File: src/rtl/ucie_retry_replay_ctrl.sv
// ucie_retry_replay_ctrl: transmit-side link-level retry with sequence numbering and a circular replay buffer
module ucie_retry_replay_ctrl #(
    parameter int FLIT_W         = 256,
    parameter int DEPTH          = 16,
    parameter int SEQ_W          = 8,
    parameter int REPLAY_TIMEOUT = 1024,
    parameter int MAX_REPLAY     = 4
) (
    input  logic                       clk,
    input  logic                       rst_n,
    input  logic [FLIT_W-1:0]          up_flit,
    input  logic                       up_valid,
    output logic                       up_ready,
    output logic [FLIT_W-1:0]          dn_flit,
    output logic [SEQ_W-1:0]           dn_seq,
    output logic                       dn_is_replay,
    output logic                       dn_valid,
    input  logic                       dn_ready,
    input  logic                       ack_valid,
    input  logic [SEQ_W-1:0]           ack_seq,
    input  logic                       nak_valid,
    input  logic [SEQ_W-1:0]           nak_seq,
    input  logic                       error_clear,
    output logic                       replay_active,
    output logic                       link_error,
    output logic [$clog2(DEPTH):0]     outstanding,
    output logic [15:0]                replay_total
);
    localparam int IW = $clog2(DEPTH);
    localparam int CW = IW + 1;
    localparam int TW = $clog2(REPLAY_TIMEOUT + 1);
    localparam int RW = $clog2(MAX_REPLAY + 1);
    localparam logic [1:0] S_NORMAL = 2'd0;
    localparam logic [1:0] S_REPLAY = 2'd1;
    localparam logic [1:0] S_ERROR  = 2'd2;

    logic [1:0]        state;
    logic [IW-1:0]     head, tail, rd;
    logic [SEQ_W-1:0]  next_seq, head_seq;
    logic [CW-1:0]     count;
    logic [TW-1:0]     timer;
    logic [RW-1:0]     consec;
    logic [15:0]       total;
    logic [FLIT_W-1:0] mem [DEPTH];

    logic              is_normal, is_replay, is_error, not_full, ready_i;
    logic              ack_ok, nak_ok, nak_rep, release_any, wr, hs, last, timeout, start, to_error;
    logic [SEQ_W-1:0]  ack_off, nak_off, count_s;
    logic [CW-1:0]     freed, count_n, roff_n;
    logic [IW-1:0]     head_n, roff;
    logic [RW-1:0]     consec_eff;

    // Window checks, release amount and replay-start decisions for this cycle
    always_comb begin
        is_normal   = state == S_NORMAL;
        is_replay   = state == S_REPLAY;
        is_error    = state == S_ERROR;
        not_full    = count < CW'(DEPTH);
        ready_i     = is_normal && dn_ready && not_full;
        count_s     = SEQ_W'(count);
        ack_off     = ack_seq - head_seq;
        nak_off     = nak_seq - head_seq;
        ack_ok      = ack_valid && !nak_valid && !is_error && ack_off < count_s;
        nak_ok      = nak_valid && !is_error && nak_off <= count_s;
        freed       = nak_ok ? CW'(nak_off) : ack_ok ? CW'(ack_off) + 1'b1 : '0;
        release_any = freed != '0;
        nak_rep     = nak_ok && nak_off != count_s;
        wr          = up_valid && ready_i;
        hs          = is_replay && dn_ready;
        last        = hs && rd == IW'(tail - 1'b1);
        timeout     = is_normal && count != '0 && !release_any && timer == TW'(REPLAY_TIMEOUT - 1);
        start       = nak_rep || timeout;
        consec_eff  = release_any ? '0 : consec;
        to_error    = start && consec_eff == RW'(MAX_REPLAY);
        head_n      = head + IW'(freed);
        count_n     = count + CW'(wr) - freed;
        roff        = rd - head;
        roff_n      = CW'(roff) + CW'(hs);
    end

    // Output mux between the live protocol-layer path and the replay buffer, forced to 0 in reset
    always_comb begin
        up_ready      = rst_n && ready_i;
        dn_valid      = rst_n && (is_replay || (is_normal && up_valid && not_full));
        dn_flit       = !rst_n ? '0 : is_replay ? mem[rd] : up_flit;
        dn_seq        = !rst_n ? '0 : is_replay ? head_seq + SEQ_W'(roff) : next_seq;
        dn_is_replay  = rst_n && is_replay;
        replay_active = rst_n && is_replay;
        link_error    = rst_n && is_error;
        outstanding   = rst_n ? count : '0;
        replay_total  = rst_n ? total : '0;
    end

    // Replay buffer storage, written on every accepted new flit
    always_ff @(posedge clk) begin
        if (wr) mem[tail] <= up_flit;
    end

    // Pointers, sequence numbers, timer and retry state
    always_ff @(posedge clk or negedge rst_n) begin
        if (!rst_n) begin
            state    <= S_NORMAL;
            head     <= '0;
            tail     <= '0;
            rd       <= '0;
            next_seq <= '0;
            head_seq <= '0;
            count    <= '0;
            timer    <= '0;
            consec   <= '0;
            total    <= '0;
        end else if (is_error) begin
            timer <= '0;
            if (error_clear) begin
                head     <= tail;
                head_seq <= next_seq;
                count    <= '0;
                consec   <= '0;
                state    <= S_NORMAL;
            end
        end else begin
            head     <= head_n;
            head_seq <= head_seq + SEQ_W'(freed);
            count    <= count_n;
            timer    <= (is_normal && !start && !release_any && count != '0) ? timer + 1'b1 : '0;
            if (wr) begin
                tail     <= tail + 1'b1;
                next_seq <= next_seq + 1'b1;
            end
            if (release_any) consec <= '0;
            if (start) begin
                if (to_error) state <= S_ERROR;
                else begin
                    consec <= consec_eff + 1'b1;
                    total  <= total == 16'hFFFF ? total : total + 1'b1;
                    rd     <= head_n;
                    state  <= S_REPLAY;
                end
            end else if (is_replay) begin
                if (count_n == '0 || last) state <= S_NORMAL;
                rd <= roff_n < freed ? head_n : rd + IW'(hs);
            end
        end
    end
endmodule
File: config.mk
export PLATFORM = sky130hd
export DESIGN_NAME = ucie_retry_replay_ctrl
export DESIGN_NICKNAME = d
export VERILOG_FILES = /design/src/rtl/ucie_retry_replay_ctrl.sv
export SDC_FILE = /design/constraint.sdc
export NUM_CORES = 2
export LEC_CHECK = 0
export ABC_CLOCK_PERIOD_IN_PS = 30200
export BUFFER_PORTS_ARGS = -buffer_cell sky130_fd_sc_hd__clkbuf_2
export CAP_MARGIN = 20
export CELL_PAD_IN_SITES_DETAIL_PLACEMENT = 0
export CELL_PAD_IN_SITES_GLOBAL_PLACEMENT = 1
export CORE_MARGIN = 3
export CORE_UTILIZATION = 51
export DETAILED_ROUTE_END_ITERATION = 6
export PLACE_DENSITY = 0.8
export SYNTH_ARGS = -nofsm -noshare
export SYNTH_HDL_FRONTEND = slang
export SYNTH_SLANG_ARGS = --single-unit
File: constraint.sdc
create_clock -name clk -period 30.2 [get_ports clk]
set_input_delay 6.04 -clock clk [delete_from_list [all_inputs] [get_ports clk]]
set_output_delay 6.04 -clock clk [all_outputs]
set_load 0.05 [all_outputs]
# Yosys cells after proc, flatten, opt, wreduce, memory -nomap -nowiden

Memory sizes are Yosys's and may differ from the RTL's.
Cells that the tools add are included.

Memory bits (writable): 4096
Bits of input ports: 279
Output and inout port bits: 290
Flip-flop bits (word level): 65
Memories kept: 1

Bitwise logic cells: 3
Reduce and logical (&&, ||, !) cells: 42
Magnitude comparators: 4
Equality and inequality tests: 9
Mux-type cells: 33
Add/sub/neg operators: 17

Memory list:

| memory | depth | bits a word | read ports | clocked after Yosys merged registers in | wr ports | RTL line | RTL |
|---|---|---|---|---|---|---|---|
| mem    | 16    | 256         | 1          | 0                                       | 1        | 44       | `logic [FLIT_W-1:0] mem [DEPTH];` |

Operators with widths:

| cell                    | count |
|---|---|
| $mux W256               | 2 |
| $mux W8                 | 4 |
| $mux W5                 | 5 |
| $logic_and A1 B1 Y1     | 24 |
| $mux W4                 | 6 |
| $mux W11                | 2 |
| $add A16 B1 Y16 const B | 1 |
| $eq A16 B16 Y1 const B  | 1 |
| $mux W16                | 1 |
| $sub A8 B8 Y8           | 2 |
| $mux W3                 | 5 |
| $mux W2                 | 6 |
| $add A11 B1 Y11 const B | 1 |
| $eq A11 B10 Y1 const B  | 1 |
| $reduce_bool A5 Y1      | 2 |
| $add A8 B1 Y8 const B   | 1 |
| $add A8 B4 Y8           | 1 |
| $add A8 B5 Y8           | 1 |
| $le A8 B5 Y1            | 1 |
| $lt A8 B5 Y1            | 1 |
| $ne A8 B5 Y1            | 1 |
| $reduce_and A3 Y1       | 2 |
| $reduce_bool A3 Y1      | 2 |
| $add A4 B1 Y5           | 1 |
| other kinds (25)        | 34 |

# Logic depth before layout (Yosys ltp)

Word-level depth: 17
Gate-level depth with buffers: 25
Gate-level depth less buffers: 25

# Least setup slack after synthesis

OpenSTA, ideal clock, no wires.

Path type: input port to flip-flop
From: in up_valid
To: mem mem[3][0], enable pin
Setup slack: 5.415 ns
Data arrival time: 23.599 ns
Stages on the path: 3
Buffers on the path: 0
Setup time: 1.186 ns
Required time: 29.014 ns
Path through: and3_1 > nand2_1 > nor3_1

Cells in the longest elaborated chain, start to end: 3

RTL lines:

| item                          | RTL line | RTL |
|---|---|---|
| start, declared               | 12       | `input logic up_valid,` |
| $logic_and A1 B1 Y1           | 68       | `wr = up_valid && ready_i;` |
| $mux W1                       | 96       | `if (wr) mem[tail] <= up_flit;` |
| $mux W1 (implied by the code) | 96       |  |
| end, declared                 | 44       |  |

Every way passes these cells.

# Worst setup path after layout

From: reg rd[0]
To: out dn_flit[82]

Cells in the longest elaborated chain, start to end: 3

RTL lines:

| item                   | RTL line | RTL |
|---|---|---|
| start, declared        | 38       | `logic [IW-1:0] head, tail, rd;` |
| start signal, assigned | 136      | `rd <= head_n;` |
| start signal, assigned | 141      | `rd <= roff_n < freed ? head_n : rd + IW'(hs);` |
| $mem_v2 Z16 W256       | -        |  |
| $mux W256 (2 in a row) | 85       | `dn_flit = !rst_n ? '0 : is_replay ? mem[rd] : up_flit;` |
| end, declared          | 14       | `output logic [FLIT_W-1:0] dn_flit,` |

Every way passes these cells.

==> impl_metrics.tcl <==
set metrics [dict create \
    status "finished, violations left" \
    violations "DRC" \
    wirelength_um 378000 \
    cts_tree "done" \
    crit_buf_inv 8 \
    max-vdd-ir-drop_mv 0.0846 \
    wl_per_cell_um 30.9 \
    slew_viol_final 0 \
    ios 569 \
    syn_inst 6888 \
    antenna_found_initial 102 \
    start_kind "flip-flop" \
    end_kind "primary output" \
    regArea_mm2 0.125 \
    ant_nets 0 \
    numCtsBuffers 413 \
    drt_iter0_drc 9700 \
    rsz0062_at_grt "no" \
    crit_top_cell "buf_4" \
    clock_latency_ps 950 \
    regToRegSetupSlack_ps 24050 \
    cts.sinks 4161 \
    worstMarginPinSlew_ps 1360 \
    ys_warn_count 0 \
    floorplan.die_area_mm2 0.327 \
    cp_max_fo 109 \
    rr_endpoint "mem[2][118]" \
    min_period_over_period_pct 49.2 \
    ys_ff_latch 4161 \
    drive_above_1_share_pct 32.6 \
    htreeDepth 5 \
    hold_buffers 0 \
    post_cts_resized 0 \
    drc 2 \
    post-route-min-period_ps 14840 \
    synth.distinct_cells 68 \
    core_mm2 0.317 \
    final_core_util_pct 58.3 \
    die_y_um 571 \
    synth_area_per_cell_um2 23.7 \
    worstPathArrival_ps 8800 \
    hold_viol_final 0 \
    hpwlAfterDp_um 195000 \
    fin_nets 8011 \
    finalSetupViolCount 0 \
    viasPerCell 6.23 \
    maxCapViolCount 0 \
    syn_to_final_growth_pct 13.2 \
    hold_class "flip-flop to flip-flop" \
    powerDensity_mw_per_mm2 86.5 \
    syn_nets 7243 \
    die_w_um 571 \
    min_from "timer[0]" \
    postSynth.asyncResetShare_pct 1.56 \
    clockRootBuffer "clkbuf_16" \
    fp-row-count 206 \
    cp_top_family "buffers and inverters" \
    path_clk_slew_ps 60 \
    postCtsSetupRepairBufs 0 \
    synth_edf_count 4096 \
    grt_pass1_wl_um 554000 \
    cts_max_path_buffers 4 \
    holdPathStages 1 \
    multi_input_comb_area_mm2 0.0370 \
    p_total_mw 16.0 \
    hold_path_end "timer[0]" \
    seq_area_frac_synth_pct 76.4 \
    cpMaxStageDelayCell "dfrtp_4" \
    path_cells "buf_12 > buf_4 > buf_4 > buf_4 > buf_4 > buf_4 > buf_16 > mux4_2 > mux4_2 > mux2i_1 > nor2b_1 > clkbuf_2" \
    synth_area_mm2 0.163 \
    clock-skew-final_ps 87.1 \
    port_buffers 568 \
    drtPass1Iterations 7 \
    fillers 21900 \
    place.gp.congestion 0.789 \
    grt_overflow 0 \
    ff2ff_path_depth 10 \
    max_freq_mhz 67.4 \
    synthFlopType "edfxtp_1" \
    worst_path_largest_cell_delay_ps 1030 \
    r2r-start "state[0]" \
    slew_headroom_pct 9.18 \
    grt_pass1_vias 78800 \
    cp.required_ps 24160 \
    critPathKind "flip-flop to primary output" \
    leakagePower_nw 58.3 \
    final.setup.tns_ps 0 \
    grt_start_max_net_pins 171 \
    start_util_pct 51.5 \
    grt_use_total_pct 23.2 \
    num_vias 76200 \
]
[placed cells by master, fill, tap and decap left out, types with 61 or more instances in the layout]
master	n
buf_4	128
clkinv_1	105
ha_1	68
edfxtp_1	4096
dfrtp_1	61
mux2i_1	277
clkbuf_2	567
diode_2	63
mux4_2	1280
clkinv_2	82
clkbuf_1	86
clkbuf_16	419
nor2b_1	266
[registers in the layout (all words and copies together) (netlist names)]
register and flops:
total 16, head_seq 8, tail 4, state 2, rd 4, mem 4096, count 5, head 4
timer 11, next_seq 8, consec 3
[cell usage after synthesis, drive strengths merged (6+ instances only)]
library cell  count  area share (%)
nand3            27           0.083
clkbuf          227            0.52
xor2             23            0.13
a21o             12           0.055
xnor2            49            0.26
nor2b           266             1.0
buf             137            0.33
nand2b            8           0.031
o21ai            22           0.068
mux4           1280              18
mux2i           277             1.7
nand2            42           0.098
o21a              6           0.028
a211oi            6           0.031
a21oi            35            0.11
nor2             62            0.14
dfrtp            65             1.0
inv              52            0.12
nor3             10           0.031
or3               9           0.038
fa                7           0.086
and2             26            0.10
edfxtp         4096              75
ha               69            0.53
nand4            11           0.042
and3             10           0.038
[report_power, final]
| part | switching, mW | total, mW | leakage [nW] | internal, mW |
|---|---|---|---|---|
| Combinational | 2.37 | 4.39 | 14.3 | 2.02 |
| Sequential | 0.116 | 6.63 | 37.7 | 6.52 |
| Clock | 2.15 | 4.94 | 6.37 | 2.79 |
[routing by layer]
layer,wire (um),track usage (%),vias to the layer above
met5,327,0,-
met1,148000,32.4,41000
met3,31400,4.48,628
met2,187000,37.4,3525
met4,11200,7.55,52
li1,-,-,31000
[worst register-to-register path: cells and delay by family (launching register included)]
family	cells	cell delay, ps
buffers and inverters	5	3380
and+or+nand+nor	4	1710
DFF	1	410
adders and majority gates	1	220
[metrics by stage]
| step | cells | hold slack [ps] | cell area [um2] | setup WS [ps] |
|---|---|---|---|---|
| 3_5_place_dp | 11400 | 469 | 171000 | 15560 |
| 6_report | 12200 | 474 | 185000 | 15360 |
| 4_1_cts | 12200 | 477 | 184000 | 14660 |
| 5_1_grt | 12200 | 495 | 184000 | 14340 |
| 2_1_floorplan | 6888 | 433 | 163000 | 5410 |
| 3_3_place_gp | 11400 | 450 | 171000 | 15740 |
[cells by family (layout without fill, tap and decap cells)]
kind of cell	count (synthesis)	after routing	synth area share, %
flip-flops	4161	4161	76.4
AO/OA/AOI/OAI	119	119	0.503
other	0	63	0
AND/OR/NAND/NOR	484	484	1.69
buffers and inverters	416	1533	0.971
XOR/XNOR	72	72	0.391
adder cells (fa/ha/maj)	76	76	0.615
multiplexers	1560	1560	19.4
[area by class of cell]
cell class / instances / area share, %
repair buffers: 717 / 2.31
well taps: 4160 / 2.82
inverters: 52 / 0.106
multi-input cells: 2311 / 20.0
clock inverters: 254 / 1.19
diodes: 63 / 0.0854
flip-flops and latches: 4161 / 67.6
clock buffers: 510 / 5.89
[worst max path at each step]
| stage | startpoint | to | slack (ps) | depth (start not counted) |
|---|---|---|---|---|
| CTS | rd[0] | dn_flit[109] | 14660 | 11 |
| global placement | rst_n | dn_flit[122] | 15740 | 5 |
| floorplan | up_valid | mem[3][0] | 5410 | 3 |
| global route | rd[0] | dn_flit[168] | 14340 | 12 |
| detailed placement | rst_n | dn_flit[109] | 15560 | 5 |
| finish | rd[0] | dn_flit[82] | 15360 | 12 |
Note: power is estimated with default switching activity, not from simulation.
